File: src/rtl/lsu_mem_initiator_if.sv
// Bundle of the request, memory-port and response signals of the load/store initiator.
//
// master : the initiator side (accepts requests, drives the memory port, returns responses)
// slave  : the environment side (pipeline MEM stage plus data memory)
//
// Signals
//   req_valid_i/req_ready_o  request handshake
//   req_we_i, req_funct3_i   store flag and RV32I funct3
//   req_addr_i, req_wdata_i  byte address and right-justified store data
//   mem_addr_o               word-aligned memory address
//   mem_data_o, mem_strb_o   lane-shifted write data and byte strobes
//   mem_read_en_o/mem_write_en_o  access enables
//   mem_data_i, mem_data_vld_i    combinational read data and its valid flag
//   rsp_valid_o, rsp_rdata_o, rsp_err_o  one-cycle response
interface lsu_mem_initiator_if #(
    parameter int unsigned AWIDTH = 32,
    parameter int unsigned DWIDTH = 32
) ();
    logic                  req_valid_i;
    logic                  req_ready_o;
    logic                  req_we_i;
    logic [2:0]            req_funct3_i;
    logic [AWIDTH-1:0]     req_addr_i;
    logic [DWIDTH-1:0]     req_wdata_i;

    logic [AWIDTH-1:0]     mem_addr_o;
    logic [DWIDTH-1:0]     mem_data_o;
    logic [DWIDTH/8-1:0]   mem_strb_o;
    logic                  mem_read_en_o;
    logic                  mem_write_en_o;
    logic [DWIDTH-1:0]     mem_data_i;
    logic                  mem_data_vld_i;

    logic                  rsp_valid_o;
    logic [DWIDTH-1:0]     rsp_rdata_o;
    logic                  rsp_err_o;

    modport master (
        input  req_valid_i, req_we_i, req_funct3_i, req_addr_i, req_wdata_i,
        input  mem_data_i, mem_data_vld_i,
        output req_ready_o,
        output mem_addr_o, mem_data_o, mem_strb_o, mem_read_en_o, mem_write_en_o,
        output rsp_valid_o, rsp_rdata_o, rsp_err_o
    );

    modport slave (
        output req_valid_i, req_we_i, req_funct3_i, req_addr_i, req_wdata_i,
        output mem_data_i, mem_data_vld_i,
        input  req_ready_o,
        input  mem_addr_o, mem_data_o, mem_strb_o, mem_read_en_o, mem_write_en_o,
        input  rsp_valid_o, rsp_rdata_o, rsp_err_o
    );
endinterface

File: src/rtl/lsu_mem_initiator.sv
// Load/store initiator for the MEM stage.
//
// Accepts one RV32I load/store at a time, drives word-aligned accesses with byte strobes and
// lane-shifted store data, and returns a one-cycle response with extended load data and an
// error flag. Word-crossing accesses are split into two sequential word accesses when
// ALLOW_MISALIGNED is set; otherwise any misaligned half/word request errors without touching
// memory. Only DWIDTH = 32 (four byte lanes) is supported.
//
// Ports
//   clk  clock
//   rst  asynchronous active-high reset
//   bus  lsu_mem_initiator_if.master (request, memory port, response)
module lsu_mem_initiator #(
    parameter int unsigned AWIDTH           = 32,
    parameter int unsigned DWIDTH           = 32,
    parameter bit          ALLOW_MISALIGNED = 1'b1
) (
    input logic                 clk,
    input logic                 rst,
    lsu_mem_initiator_if.master bus
);

    typedef enum logic [1:0] {StIdle, StAcc0, StAcc1, StResp} state_e;

    // Access size in bytes from funct3[1:0]; the 2'b11 encoding is rejected as illegal earlier.
    function automatic logic [2:0] size_of(input logic [1:0] sz);
        case (sz)
            2'b00:   return 3'd1;
            2'b01:   return 3'd2;
            default: return 3'd4;
        endcase
    endfunction

    function automatic logic f3_legal(input logic we, input logic [2:0] f3);
        if (we) begin
            return f3 inside {3'b000, 3'b001, 3'b010};
        end
        return f3 inside {3'b000, 3'b001, 3'b010, 3'b100, 3'b101};
    endfunction

    state_e              state_q, state_d;
    logic                we_q, we_d;
    logic [2:0]          funct3_q, funct3_d;
    logic [AWIDTH-1:0]   addr_q, addr_d;
    logic [DWIDTH-1:0]   wdata_q, wdata_d;
    logic [DWIDTH-1:0]   lo_q, lo_d;
    logic [DWIDTH-1:0]   hi_q, hi_d;
    logic                err_q, err_d;

    // Request decode (only meaningful while idle)
    logic [1:0]          req_off;
    logic                req_misal;
    logic                req_err;

    assign req_off   = bus.req_addr_i[1:0];
    assign req_misal = ((bus.req_funct3_i[1:0] == 2'b01) && req_off[0]) ||
                       ((bus.req_funct3_i[1:0] == 2'b10) && (req_off != 2'b00));
    assign req_err   = !f3_legal(bus.req_we_i, bus.req_funct3_i) ||
                       (req_misal && !ALLOW_MISALIGNED);

    // Latched-request derived values
    logic [1:0]          off;
    logic [2:0]          size;
    logic                span;
    logic [AWIDTH-1:0]   aligned;
    logic [7:0]          mask8;
    logic [DWIDTH-1:0]   wd_masked;
    logic [2*DWIDTH-1:0] wd64;
    logic [DWIDTH-1:0]   ld_word;
    logic [DWIDTH-1:0]   ld_ext;

    assign off     = addr_q[1:0];
    assign size    = size_of(funct3_q[1:0]);
    assign span    = ({2'b00, off} + {1'b0, size}) > 4'd4;
    assign aligned = {addr_q[AWIDTH-1:2], 2'b00};

    always_comb begin
        unique case (funct3_q[1:0])
            2'b00:   mask8 = 8'h01;
            2'b01:   mask8 = 8'h03;
            default: mask8 = 8'h0f;
        endcase
        mask8 = mask8 << off;
    end

    always_comb begin
        unique case (funct3_q[1:0])
            2'b00:   wd_masked = {24'b0, wdata_q[7:0]};
            2'b01:   wd_masked = {16'b0, wdata_q[15:0]};
            default: wd_masked = wdata_q;
        endcase
    end

    // Lanes beyond byte 3 spill into the second word of a split store.
    assign wd64    = {{DWIDTH{1'b0}}, wd_masked} << {off, 3'b000};

    // hi_q is cleared on accept, so a non-split load shifts in zeros from above.
    assign ld_word = DWIDTH'({hi_q, lo_q} >> {off, 3'b000});

    always_comb begin
        case (funct3_q)
            3'b000:  ld_ext = {{24{ld_word[7]}}, ld_word[7:0]};
            3'b001:  ld_ext = {{16{ld_word[15]}}, ld_word[15:0]};
            3'b010:  ld_ext = ld_word;
            3'b100:  ld_ext = {24'b0, ld_word[7:0]};
            3'b101:  ld_ext = {16'b0, ld_word[15:0]};
            default: ld_ext = '0;
        endcase
    end

    // Next-state and request/data capture
    always_comb begin
        state_d  = state_q;
        we_d     = we_q;
        funct3_d = funct3_q;
        addr_d   = addr_q;
        wdata_d  = wdata_q;
        lo_d     = lo_q;
        hi_d     = hi_q;
        err_d    = err_q;
        unique case (state_q)
            StIdle: begin
                if (bus.req_valid_i) begin
                    we_d     = bus.req_we_i;
                    funct3_d = bus.req_funct3_i;
                    addr_d   = bus.req_addr_i;
                    wdata_d  = bus.req_wdata_i;
                    lo_d     = '0;
                    hi_d     = '0;
                    err_d    = req_err;
                    state_d  = req_err ? StResp : StAcc0;
                end
            end
            StAcc0: begin
                if (!we_q) begin
                    lo_d  = bus.mem_data_i;
                    err_d = err_q | !bus.mem_data_vld_i;
                end
                state_d = span ? StAcc1 : StResp;
            end
            StAcc1: begin
                if (!we_q) begin
                    hi_d  = bus.mem_data_i;
                    err_d = err_q | !bus.mem_data_vld_i;
                end
                state_d = StResp;
            end
            StResp: begin
                state_d = StIdle;
            end
            default: state_d = StIdle;
        endcase
    end

    always_ff @(posedge clk or posedge rst) begin
        if (rst) begin
            state_q  <= StIdle;
            we_q     <= 1'b0;
            funct3_q <= '0;
            addr_q   <= '0;
            wdata_q  <= '0;
            lo_q     <= '0;
            hi_q     <= '0;
            err_q    <= 1'b0;
        end else begin
            state_q  <= state_d;
            we_q     <= we_d;
            funct3_q <= funct3_d;
            addr_q   <= addr_d;
            wdata_q  <= wdata_d;
            lo_q     <= lo_d;
            hi_q     <= hi_d;
            err_q    <= err_d;
        end
    end

    // Memory port: everything is zero outside the access states, so reset clears it at once.
    logic [AWIDTH-1:0]   mem_addr;
    logic [DWIDTH-1:0]   mem_data;
    logic [DWIDTH/8-1:0] mem_strb;
    logic                mem_re;
    logic                mem_we;

    always_comb begin
        mem_addr = '0;
        mem_data = '0;
        mem_strb = '0;
        mem_re   = 1'b0;
        mem_we   = 1'b0;
        unique case (state_q)
            StAcc0: begin
                mem_addr = aligned;
                if (we_q) begin
                    mem_we   = 1'b1;
                    mem_strb = mask8[3:0];
                    mem_data = wd64[DWIDTH-1:0];
                end else begin
                    mem_re = 1'b1;
                end
            end
            StAcc1: begin
                mem_addr = aligned + AWIDTH'(4);
                if (we_q) begin
                    mem_we   = 1'b1;
                    mem_strb = mask8[7:4];
                    mem_data = wd64[2*DWIDTH-1:DWIDTH];
                end else begin
                    mem_re = 1'b1;
                end
            end
            default: ;
        endcase
    end

    assign bus.mem_addr_o     = mem_addr;
    assign bus.mem_data_o     = mem_data;
    assign bus.mem_strb_o     = mem_strb;
    assign bus.mem_read_en_o  = mem_re;
    assign bus.mem_write_en_o = mem_we;

    assign bus.req_ready_o = (state_q == StIdle) && !rst;
    assign bus.rsp_valid_o = (state_q == StResp);
    assign bus.rsp_err_o   = (state_q == StResp) && err_q;
    assign bus.rsp_rdata_o = ((state_q == StResp) && !we_q && !err_q) ? ld_ext : '0;

endmodule

File: src/flat_wrapper.sv
// flat-port wrapper written by rule: the top's interface ports become plain ports
module lsu_mem_initiator_flat 
#(
    parameter int unsigned AWIDTH           = 32,
    parameter int unsigned DWIDTH           = 32,
    parameter bit          ALLOW_MISALIGNED = 1'b1
)
  (clk, rst, bus_req_valid_i, bus_req_we_i, bus_req_funct3_i, bus_req_addr_i, bus_req_wdata_i, bus_mem_data_i, bus_mem_data_vld_i, bus_req_ready_o, bus_mem_addr_o, bus_mem_data_o, bus_mem_strb_o, bus_mem_read_en_o, bus_mem_write_en_o, bus_rsp_valid_o, bus_rsp_rdata_o, bus_rsp_err_o);
  lsu_mem_initiator_if #(.AWIDTH(AWIDTH), .DWIDTH(DWIDTH)) bus_i ();
  input logic clk;
  input logic rst;
  input wire logic [$bits(bus_i.req_valid_i)-1:0] bus_req_valid_i;
  input wire logic [$bits(bus_i.req_we_i)-1:0] bus_req_we_i;
  input wire logic [$bits(bus_i.req_funct3_i)-1:0] bus_req_funct3_i;
  input wire logic [$bits(bus_i.req_addr_i)-1:0] bus_req_addr_i;
  input wire logic [$bits(bus_i.req_wdata_i)-1:0] bus_req_wdata_i;
  input wire logic [$bits(bus_i.mem_data_i)-1:0] bus_mem_data_i;
  input wire logic [$bits(bus_i.mem_data_vld_i)-1:0] bus_mem_data_vld_i;
  output wire logic [$bits(bus_i.req_ready_o)-1:0] bus_req_ready_o;
  output wire logic [$bits(bus_i.mem_addr_o)-1:0] bus_mem_addr_o;
  output wire logic [$bits(bus_i.mem_data_o)-1:0] bus_mem_data_o;
  output wire logic [$bits(bus_i.mem_strb_o)-1:0] bus_mem_strb_o;
  output wire logic [$bits(bus_i.mem_read_en_o)-1:0] bus_mem_read_en_o;
  output wire logic [$bits(bus_i.mem_write_en_o)-1:0] bus_mem_write_en_o;
  output wire logic [$bits(bus_i.rsp_valid_o)-1:0] bus_rsp_valid_o;
  output wire logic [$bits(bus_i.rsp_rdata_o)-1:0] bus_rsp_rdata_o;
  output wire logic [$bits(bus_i.rsp_err_o)-1:0] bus_rsp_err_o;
  assign bus_i.req_valid_i = bus_req_valid_i;
  assign bus_i.req_we_i = bus_req_we_i;
  assign bus_i.req_funct3_i = bus_req_funct3_i;
  assign bus_i.req_addr_i = bus_req_addr_i;
  assign bus_i.req_wdata_i = bus_req_wdata_i;
  assign bus_i.mem_data_i = bus_mem_data_i;
  assign bus_i.mem_data_vld_i = bus_mem_data_vld_i;
  assign bus_req_ready_o = bus_i.req_ready_o;
  assign bus_mem_addr_o = bus_i.mem_addr_o;
  assign bus_mem_data_o = bus_i.mem_data_o;
  assign bus_mem_strb_o = bus_i.mem_strb_o;
  assign bus_mem_read_en_o = bus_i.mem_read_en_o;
  assign bus_mem_write_en_o = bus_i.mem_write_en_o;
  assign bus_rsp_valid_o = bus_i.rsp_valid_o;
  assign bus_rsp_rdata_o = bus_i.rsp_rdata_o;
  assign bus_rsp_err_o = bus_i.rsp_err_o;
  lsu_mem_initiator #(.AWIDTH(AWIDTH), .DWIDTH(DWIDTH), .ALLOW_MISALIGNED(ALLOW_MISALIGNED)) u_core (.clk(clk), .rst(rst), .bus(bus_i));
endmodule
File: config.mk
export PLATFORM = sky130hd
export DESIGN_NAME = lsu_mem_initiator_flat
export DESIGN_NICKNAME = d
export VERILOG_FILES = /design/src/rtl/lsu_mem_initiator_if.sv /design/src/rtl/lsu_mem_initiator.sv /design/src/flat_wrapper.sv
export SDC_FILE = /design/constraint.sdc
export NUM_CORES = 1
export LEC_CHECK = 0
export BUFFER_PORTS_ARGS = -buffer_cell sky130_fd_sc_hd__buf_2
export CORE_MARGIN = 2
export CORE_UTILIZATION = 40
export DETAILED_ROUTE_END_ITERATION = 12
export PLACE_DENSITY = 0.71
export SLEW_MARGIN = 20
export SYNTH_ARGS = -nofsm -noshare
export SYNTH_HDL_FRONTEND = slang
export SYNTH_SLANG_ARGS = --single-unit
File: constraint.sdc
create_clock -name clk -period 3.4 [get_ports clk]
set_input_delay 0.17 -clock clk [delete_from_list [all_inputs] [get_ports clk]]
set_output_delay 0.17 -clock clk [all_outputs]
set_load 0.02 [all_outputs]
==> qor.txt <==
Distinct cells, synth = 57
P_sw = 4.613 mW
Wire length per cell = 17.89 um
Hold Vio Cnt, Final = 0
CTS tree = yes
Post-synth top cells = 170 x nand2_1, 127 x dfrtp_1, 88 x o21ai_0
Final Routed Wirelength = 25610 um
Worst setup path category = reg2out
Layout Skew = 0.008763 ns
Clock root cell = clkbuf_16
Final non-filler cell area = 10860 sq um
Antenna Nets Post-Route = 0
Most frequent cell after synthesis = nand2_1
Port Buffers = 206
Fill count = 1861
Hold crit path type = in2reg
Vias in the first global route = 7607
Initial Utilization = 0.4077
Register share of total power = 0.282
DRC = 0
First-pass GRT wire length = 39950 um
Via density = 5.576
Maximum number of pins on one net before global-route repair = 74
Fraction of registers with async set/reset = 1.000
IO Pins = 209
Initial antenna violation count = 8
Yosys top cell by area = dfrtp_1
Core Area = 20300 sq um
DP HPWL = 17410 um
DP Area = 9550 sq um
Power share of the clock group = 0.202
VDD IR-drop max = 542.3 uV
Via count = 7979
Pwr Density = 960.3 nW/um^2
Die extent in y = 147.8 um
# clock sinks = 127
RSZ-0062 raised after global routing = false
Post-synthesis cell count = 907
Critical Path End Type = output port
Total Power = 10.43 mW
Mapped Avg Cell Area = 9.124 sq um
Num CTS Buffers = 17
Fin crit share = 0.9257
Final WS setup = 0.2525 ns
EDFF count, synth = 0
Max Slew Vio Count = 0
Clock-pin slew on the worst setup and hold paths = 0.06 ns
Comb pwr share = 0.516
GR Overflow Total = 0
Clk_lat worst skew = 0.41 ns
Sequential cell area = 3183 sq um
YS warnings = 0
Drt pass-1 iters = 4
Longest Clk Path Bufs = 2
Finished Layout Cells = 1431
Share of cells above drive strength 1 = 0.3382
Cells after DPL = 1333
GP Congestion = 0.8624
Synth top area cells = dfrtp_1 38%, mux2_2 11%, mux4_2 7.9%, nand2_1 7.7%, o21ai_0 5.3%
Seq/Total Area, Yosys = 0.3840
Max-cap check violation count = 0
Area share of the leading cell type in the synthesized netlist = 0.3840
Switching portion of total power = 0.4424
Setup TNS = 0 ns
Ys flop type = dfrtp_1
Post-CTS Setup Inserts = 0
CTS H-Tree Depth = 4
Multi-input gate area = 4771 sq um
Fin nets = 1257
Slew margin rel. = 0.3388
Startpoint types = register
GRT Total Usage = 0.2311
Area Overhead vs Synth = 31.21%
Die X-Extent = 147.8 um
Post-Synthesis Cell Area = 8275 sq um
Crit Path Max Fanout = 20
FP Rows = 52
Final min period = 3.148 ns
Fmax achieved = 317.7 MHz
Pleak = 4.813 nW
Pre-CTS setup slack = 0.5308 ns
Worst EP arrival = 2.98 ns
Worst slew pin tran = 0.9917 ns
Internal = 5.814 mW
Yosys reg bits = 127
WP data required = 3.23 ns
Final setup violating endpoints = 0
Status = completed
Die Area = 21860 sq um
Drt first-iter violations = 472
power groups by stage:
stage               clock network [mW]  registers, mW  logic [mW]
floorplan                            0           2.66        4.07
global placement                     0           2.90        5.20
detailed placement                   0           2.93        5.29
CTS                               2.14           2.91        5.37
global route                      2.20           3.05        5.86
finish                            2.11           2.94        5.38
registers in the layout, indices dropped and copies added (netlist names):
name and cells:
u_core.funct3_q 3, u_core.we_q 1, u_core.state_q 2, u_core.addr_q 32, u_core.hi_q 24, u_core.lo_q 32
u_core.wdata_q 32, u_core.err_q 1
cell usage in the layout, fill, tap and decap left out, types with 12 or more instances in the layout:
master,count
clkbuf_16,17
mux2i_1,15
dfrtp_1,125
a21oi_1,76
o21ai_0,88
buf_4,20
mux4_2,29
buf_2,206
nand2_1,169
dlygate4sd3_1,61
nand3_1,12
nor2_1,63
a31oi_1,12
mux2_2,84
critical path: stages (launching register included):
cell and delay, ns:
dfrtp_2 0.42, buf_4 0.23, inv_2 0.31, nand3_1 0.12
buf_4 0.21, nor2_1 0.67, a22oi_1 0.20, a21oi_1 0.20
buf_2 0.19
cell families after synthesis:
kind of cell / synth area share
AO/OA/AOI/OAI: 0.1639
multiplexers: 0.2127
AND/OR/NAND/NOR: 0.1808
adder cells (fa/ha/maj): 0.01603
buffers and inverters: 0.04203
flip-flops: 0.3840
other: 0.0004531
cell type report:
cell class	count	area share
Antenna cell	5	0.001152
Clock inverter	13	0.02155
Timing Repair Buffer	289	0.1687
Inverter	11	0.004148
Clock buffer	19	0.04079
Multi-Input combinational cell	697	0.4394
Sequential cell	127	0.2932
Tap cell	270	0.03111
layer usage:
metal,vias to the layer above,wire length [um],GRT usage
met5,-,38,0
met4,6,728,0.1043
met3,63,1855,0.05463
met2,337,12030,0.3553
met1,3832,10960,0.3117
li1,3741,-,-
through the flow:
step | util | hold slack (ns)
finish | 0.5349 | 0.01495
global route | 0.5349 | 0.006809
floorplan | - | 0.3148
detailed placement | 0.4705 | 0.3987
CTS | 0.5329 | 0.0003523
global placement | 0.4705 | 0.3925
path summary, 6_finish.rpt:
| kind | slack, ns | startpoint | endpoint | cells past startpoint |
|---|---|---|---|---|
| worst min register to register | 0.49 | u_core.hi_q[16] | u_core.hi_q[16] | 2 |
| min in group asynchronous | 0.49 | rst | u_core.addr_q[21] | 3 |
| worst max-delay path | 0.25 | u_core.addr_q[1] | bus_mem_data_o[7] | 8 |
| worst min-delay path | 0.01 | bus_req_we_i | u_core.we_q | 2 |
| worst max register to register | 0.80 | u_core.addr_q[0] | u_core.state_q[0] | 8 |
| max in group asynchronous | 2.09 | rst | u_core.addr_q[0] | 4 |
what timing repair did:
action / in CTS / in global routing
hold buffers: 59 / 2
gates resized for setup: 0 / 2
endpoints found under the hold margin: 91 / 2
setup endpoints to repair: 0 / 3
(Power assumes the default switching activity.)
